[src/rtl/uart_tx_cfg.sv]
// Runtime-configurable UART transmitter: 5..DATA_W data bits, five parity modes,
// one or two stop bits, a one-entry holding register and line-break generation.
module uart_tx_cfg #(
    parameter int unsigned DATA_W     = 8,
    parameter int unsigned OVERSAMPLE = 16
) (
    input  logic              i_clk,
    input  logic              i_rst,
    input  logic              i_baud_tick,
    input  logic [DATA_W-1:0] i_tx_data,
    input  logic              i_tx_valid,
    output logic              o_tx_ready,
    input  logic [3:0]        i_cfg_data_bits,
    input  logic [2:0]        i_cfg_parity,
    input  logic              i_cfg_stop2,
    input  logic              i_break,
    output logic              o_tx_serial,
    output logic              o_tx_busy,
    output logic              o_tx_done
);
    localparam int unsigned     CntW    = $clog2(OVERSAMPLE);
    localparam logic [CntW-1:0] CntLast = CntW'(OVERSAMPLE - 1);
    localparam logic [3:0]      MinBits = 4'd5;
    localparam logic [3:0]      MaxBits = 4'(DATA_W);

    typedef enum logic [2:0] {StIdle, StStart, StData, StParity, StStop, StBreak} state_e;

    state_e            state_q, state_d;
    logic [CntW-1:0]   cnt_q, cnt_d;
    logic [3:0]        bit_idx_q, bit_idx_d;
    logic [DATA_W-1:0] shift_q, shift_d;
    logic [3:0]        nbits_q, nbits_d;
    logic              par_en_q, par_en_d;
    logic              par_bit_q, par_bit_d;
    logic              stop2_q, stop2_d;
    logic              brk_q, brk_d;
    logic              hold_valid_q, hold_valid_d;
    logic [DATA_W-1:0] hold_data_q, hold_data_d;
    logic              serial_q, serial_d;
    logic              busy_q;

    logic [3:0]        nbits_clamp;
    logic              par_calc;
    logic              par_en_load;
    logic              par_bit_load;
    logic              bit_end;
    logic              last_stop;
    logic              load;
    logic              done;
    logic [DATA_W-1:0] shifted;

    // Frame configuration derived from the inputs, captured only when a frame loads.
    always_comb begin
        nbits_clamp = i_cfg_data_bits;
        if (i_cfg_data_bits < MinBits) begin
            nbits_clamp = MinBits;
        end else if (i_cfg_data_bits > MaxBits) begin
            nbits_clamp = MaxBits;
        end
        par_calc = 1'b0;
        for (int i = 0; i < int'(DATA_W); i++) begin
            if (i < int'(nbits_clamp)) par_calc = par_calc ^ hold_data_q[i];
        end
        par_en_load  = 1'b1;
        par_bit_load = 1'b0;
        case (i_cfg_parity)
            3'd1:    par_bit_load = par_calc;
            3'd2:    par_bit_load = ~par_calc;
            3'd3:    par_bit_load = 1'b1;
            3'd4:    par_bit_load = 1'b0;
            default: par_en_load  = 1'b0;
        endcase
    end

    always_comb begin
        state_d      = state_q;
        cnt_d        = cnt_q;
        bit_idx_d    = bit_idx_q;
        shift_d      = shift_q;
        nbits_d      = nbits_q;
        par_en_d     = par_en_q;
        par_bit_d    = par_bit_q;
        stop2_d      = stop2_q;
        brk_d        = brk_q;
        hold_valid_d = hold_valid_q;
        hold_data_d  = hold_data_q;
        load         = 1'b0;
        done         = 1'b0;
        serial_d     = 1'b1;
        shifted      = '0;

        bit_end   = i_baud_tick && (cnt_q == CntLast);
        last_stop = (bit_idx_q == {3'b000, stop2_q & ~brk_q});

        if (i_baud_tick && (state_q inside {StStart, StData, StParity, StStop})) begin
            cnt_d = bit_end ? '0 : cnt_q + CntW'(1);
        end

        case (state_q)
            StIdle: begin
                if (i_break) begin
                    state_d = StBreak;
                    cnt_d   = '0;
                end else if (hold_valid_q) begin
                    load = 1'b1;
                end
            end
            StStart: begin
                if (bit_end) begin
                    state_d   = StData;
                    bit_idx_d = '0;
                end
            end
            StData: begin
                if (bit_end) begin
                    if (bit_idx_q == nbits_q - 4'd1) begin
                        state_d   = par_en_q ? StParity : StStop;
                        bit_idx_d = '0;
                    end else begin
                        bit_idx_d = bit_idx_q + 4'd1;
                    end
                end
            end
            StParity: begin
                if (bit_end) begin
                    state_d   = StStop;
                    bit_idx_d = '0;
                end
            end
            StStop: begin
                if (bit_end) begin
                    if (last_stop) begin
                        done  = ~brk_q;
                        brk_d = 1'b0;
                        if (i_break) begin
                            state_d = StBreak;
                        end else if (hold_valid_q) begin
                            load = 1'b1;
                        end else begin
                            state_d = StIdle;
                        end
                    end else begin
                        bit_idx_d = bit_idx_q + 4'd1;
                    end
                end
            end
            StBreak: begin
                // Trailing stop after a break is always a single bit period.
                if (!i_break) begin
                    state_d   = StStop;
                    brk_d     = 1'b1;
                    bit_idx_d = '0;
                    cnt_d     = '0;
                end
            end
            default: state_d = StIdle;
        endcase

        if (load) begin
            state_d      = StStart;
            cnt_d        = '0;
            bit_idx_d    = '0;
            shift_d      = hold_data_q;
            nbits_d      = nbits_clamp;
            par_en_d     = par_en_load;
            par_bit_d    = par_bit_load;
            stop2_d      = i_cfg_stop2;
            brk_d        = 1'b0;
            hold_valid_d = 1'b0;
        end else if (i_tx_valid && !hold_valid_q) begin
            hold_valid_d = 1'b1;
            hold_data_d  = i_tx_data;
        end

        // Line value is registered from next-state so it lines up with the state register.
        shifted = shift_d >> bit_idx_d;
        case (state_d)
            StStart, StBreak: serial_d = 1'b0;
            StData:           serial_d = shifted[0];
            StParity:         serial_d = par_bit_d;
            default:          serial_d = 1'b1;
        endcase
    end

    always_ff @(posedge i_clk) begin
        if (i_rst) begin
            state_q      <= StIdle;
            cnt_q        <= '0;
            bit_idx_q    <= '0;
            shift_q      <= '0;
            nbits_q      <= '0;
            par_en_q     <= 1'b0;
            par_bit_q    <= 1'b0;
            stop2_q      <= 1'b0;
            brk_q        <= 1'b0;
            hold_valid_q <= 1'b0;
            hold_data_q  <= '0;
            serial_q     <= 1'b1;
            busy_q       <= 1'b0;
        end else begin
            state_q      <= state_d;
            cnt_q        <= cnt_d;
            bit_idx_q    <= bit_idx_d;
            shift_q      <= shift_d;
            nbits_q      <= nbits_d;
            par_en_q     <= par_en_d;
            par_bit_q    <= par_bit_d;
            stop2_q      <= stop2_d;
            brk_q        <= brk_d;
            hold_valid_q <= hold_valid_d;
            hold_data_q  <= hold_data_d;
            serial_q     <= serial_d;
            busy_q       <= (state_d != StIdle);
        end
    end

    assign o_tx_ready  = ~hold_valid_q;
    assign o_tx_serial = serial_q;
    assign o_tx_busy   = busy_q;
    assign o_tx_done   = done;

endmodule

[config.mk]
export PLATFORM = sky130hd
export DESIGN_NAME = uart_tx_cfg
export DESIGN_NICKNAME = d
export VERILOG_FILES = /design/src/rtl/uart_tx_cfg.sv
export SDC_FILE = /design/constraint.sdc
export NUM_CORES = 1
export LEC_CHECK = 0
export CAP_MARGIN = 10
export CELL_PAD_IN_SITES_DETAIL_PLACEMENT = 0
export CELL_PAD_IN_SITES_GLOBAL_PLACEMENT = 1
export CORE_UTILIZATION = 42
export DETAILED_ROUTE_END_ITERATION = 10
export HOLD_SLACK_MARGIN = 0.1
export PLACE_DENSITY_LB_ADDON = 0.1
export SETUP_SLACK_MARGIN = 0.05
export SLEW_MARGIN = 10
export SYNTH_ARGS = -nofsm -noshare
export SYNTH_HDL_FRONTEND = slang
export SYNTH_SLANG_ARGS = --single-unit
[constraint.sdc]
create_clock -name i_clk -period 3.1 [get_ports i_clk]
set_input_delay 0.31 -clock i_clk [delete_from_list [all_inputs] [get_ports i_clk]]
set_output_delay 0.31 -clock i_clk [all_outputs]
set_load 0.05 [all_outputs]
==> run metrics <==
outcome finished, final reports clean; Crit Path Max Fanout 8; H-tree Lvls 2; ANT nets after route 0; met3 GRT Util 4.15%; CP required 3280 ps; Worst setup EP type register; Syn Nets 296; worst setup path start nbits_q[0]; first drt pass iteration count 4; GPL Wtd Cong 0.841; fillcell total 538; max-cap violation count 0; initial antenna violation count 0; hold path start stop2_q; Area contributors post-synth dfxtp_1 34%, mux2i_1 6.8%, nand2_1 6.4%; area leader, netlist dfxtp_1; Total Nets Final 322; vias in the first global route 1788; final-report max-slew violation count 0; Ys Warns 0; VDD IR max 0.261 mV; number of diodes 0; WL final 4.91 mm; Hold Path Class reg -> reg; commonest cells after routing, fill and taps aside 38 x nand2_1, 38 x dfxtp_1, 37 x nor2_1, 25 x a21oi_1, 23 x clkdlybuf4s50_1; Post-synth top flop dfxtp_1; Synth top area share 34.3%; Worst path slowest cell dfxtp_1; clock latency on the worst-skew pair 280 ps; leakage 0.978 nW; Vias/cell 5.25; pre-CTS setup slack 359 ps; Final Hold Viols 0; Clock transition at path regs 70 ps; Netlist cell types 61; Vias 1936; PnR Total Power 0.00113 W; Final min period 2750 ps; Synth async-reset ratio 0%; Syn Inst Count 272; max incr delay on CP 390 ps; largest net degree at the start of global routing 27; Slew Limit Headroom 67.1%; met2 usage 32.3%; GR Overflow Total 0; final setup violation count 0; DRT iter0 DRCs 107; layout cell share with drive strength beyond 1 10.7%; first-pass GRT wire length 8.20 mm; setup bufs post-CTS 0; Worst-Margin Slew 493 ps; post-detail-place hpwl 3.69 mm; Syn Area/Cell 8.16 sq um; post-synthesis sequential area ratio 34.3%; grt met1 use 24.0%; post-CTS resize count 0; CTS tree yes; setup TNS 0 ps; Startpoint Class register; Die W 74.7 microns; CTS Hold Bufs 0; Post-Syn Area 2220 sq um; crit path DAT 2930 ps; crit-path cells inv_1 > ha_1 > xnor2_1 > nor3_2 > a211oi_4 > o21ai_4 > mux2_4 > o211a_1 > a211o_1 > a31o_1; TritonCTS buffer count 5; Setup CP Type reg -> reg; #FFs+latches synth 38; Layout Utilization 52.0%; row count 26; wire per inst 13.3 microns; Clock Tree Buf Depth 2; grt peak-use layer met2; GRT Resource Usage Total 19.6%; clk root buf clkbuf_8; IO Count 25; Post-synth EDFFs 0; Pwr Density 426 nW/um^2; TritonCTS Sinks 38; area delta synth->final 19.7%; Initial Util 43.5%; Chip Height 74.7 microns; Fmax 364 MHz; DRC Markers 0; fin crit share 88.7%; DIE AREA 5580 sq um; RSZ-0062 raised after global routing false; hold_ws 457 ps; Final Skew 3.41 ps; core box area 5110 sq um; worst setup margin 352 ps; reg2reg start nbits_q[0]; IO buf count 24
[metal layers]
layer	share of wire, %	up-vias
met2	48	43
li1	-	999
met3	3.3	15
met5	0	-
met1	45	879
met4	3.3	0
[worst paths after layout]
path | endpoint | slack [ps] | depth (start not counted)
setup / recovery | o_tx_serial | 350 | 10
hold / removal | stop2_q | 460 | 2
hold reg to reg | stop2_q | 460 | 2
setup reg to reg | o_tx_serial | 350 | 10
[flip-flops by register name, indices dropped and copies added, names as in the netlist]
name,cells
bit_idx_q,4
brk_q,1
cnt_q,4
hold_data_q,8
hold_valid_q,1
nbits_q,4
o_tx_busy,1
o_tx_serial,1
par_bit_q,1
par_en_q,1
shift_q,8
state_q,3
stop2_q,1
[where the power goes]
group          internal (W)  total [W]  switching, W
clock              0.000225   0.000393      0.000168
sequential         0.000508   0.000529     0.0000209
combinational      0.000101   0.000210      0.000109
[cell usage after synthesis (3+ instances only)]
cell	n
a21oi_1	25
clkbuf_1	7
dfxtp_1	38
ha_1	3
inv_1	9
mux2i_1	15
nand2_1	38
nand3_1	3
nor2_1	37
nor3_1	8
o211ai_1	3
o21ai_0	9
o31ai_1	3
xnor2_1	13
xor2_1	3
[critical path, delay by kind of cell (launching register included)]
| kind | cells | cell delay (ps) |
|---|---|---|
| multiplexers | 1 | 330 |
| flip-flops | 1 | 390 |
| XOR/XNOR | 1 | 140 |
| AO/OA/AOI/OAI | 5 | 1130 |
| buffers and inverters | 1 | 60 |
| adder cells (fa/ha/maj) | 1 | 300 |
| AND/OR/NAND/NOR | 1 | 300 |
[metrics by stage]
| stage | std cells | area (sq um) |
|---|---|---|
| 4_1_cts | 369 | 2660 |
| 3_5_place_dp | 361 | 2550 |
| 3_3_place_gp | 361 | 2550 |
| 2_1_floorplan | 272 | 2230 |
| 5_1_grt | 369 | 2660 |
| 6_report | 369 | 2660 |
[logic make-up (layout without fill, tap and decap cells)]
logic type | count (synthesis) | in the layout | synth area share [%]
and+or+nand+nor | 107 | 107 | 22.0
AOI/OAI and AO/OA | 65 | 65 | 20.4
DFF | 38 | 38 | 34.3
buffers and inverters | 24 | 51 | 5.07
xor gates and xnor gates | 18 | 18 | 8.62
muxes | 17 | 17 | 7.95
adders and majority gates | 3 | 3 | 1.69
[final cells by class]
class,instances,area [sq um],area share (%)
Sequential cell,38,761,28.6
Timing Repair Buffer,34,313,11.8
Clock buffer,8,110,4.14
Multi-Input combinational cell,210,1350,50.9
Tap cell,70,87.6,3.30
Inverter,9,33.8,1.27
Power figures use the tool's default switching activity.
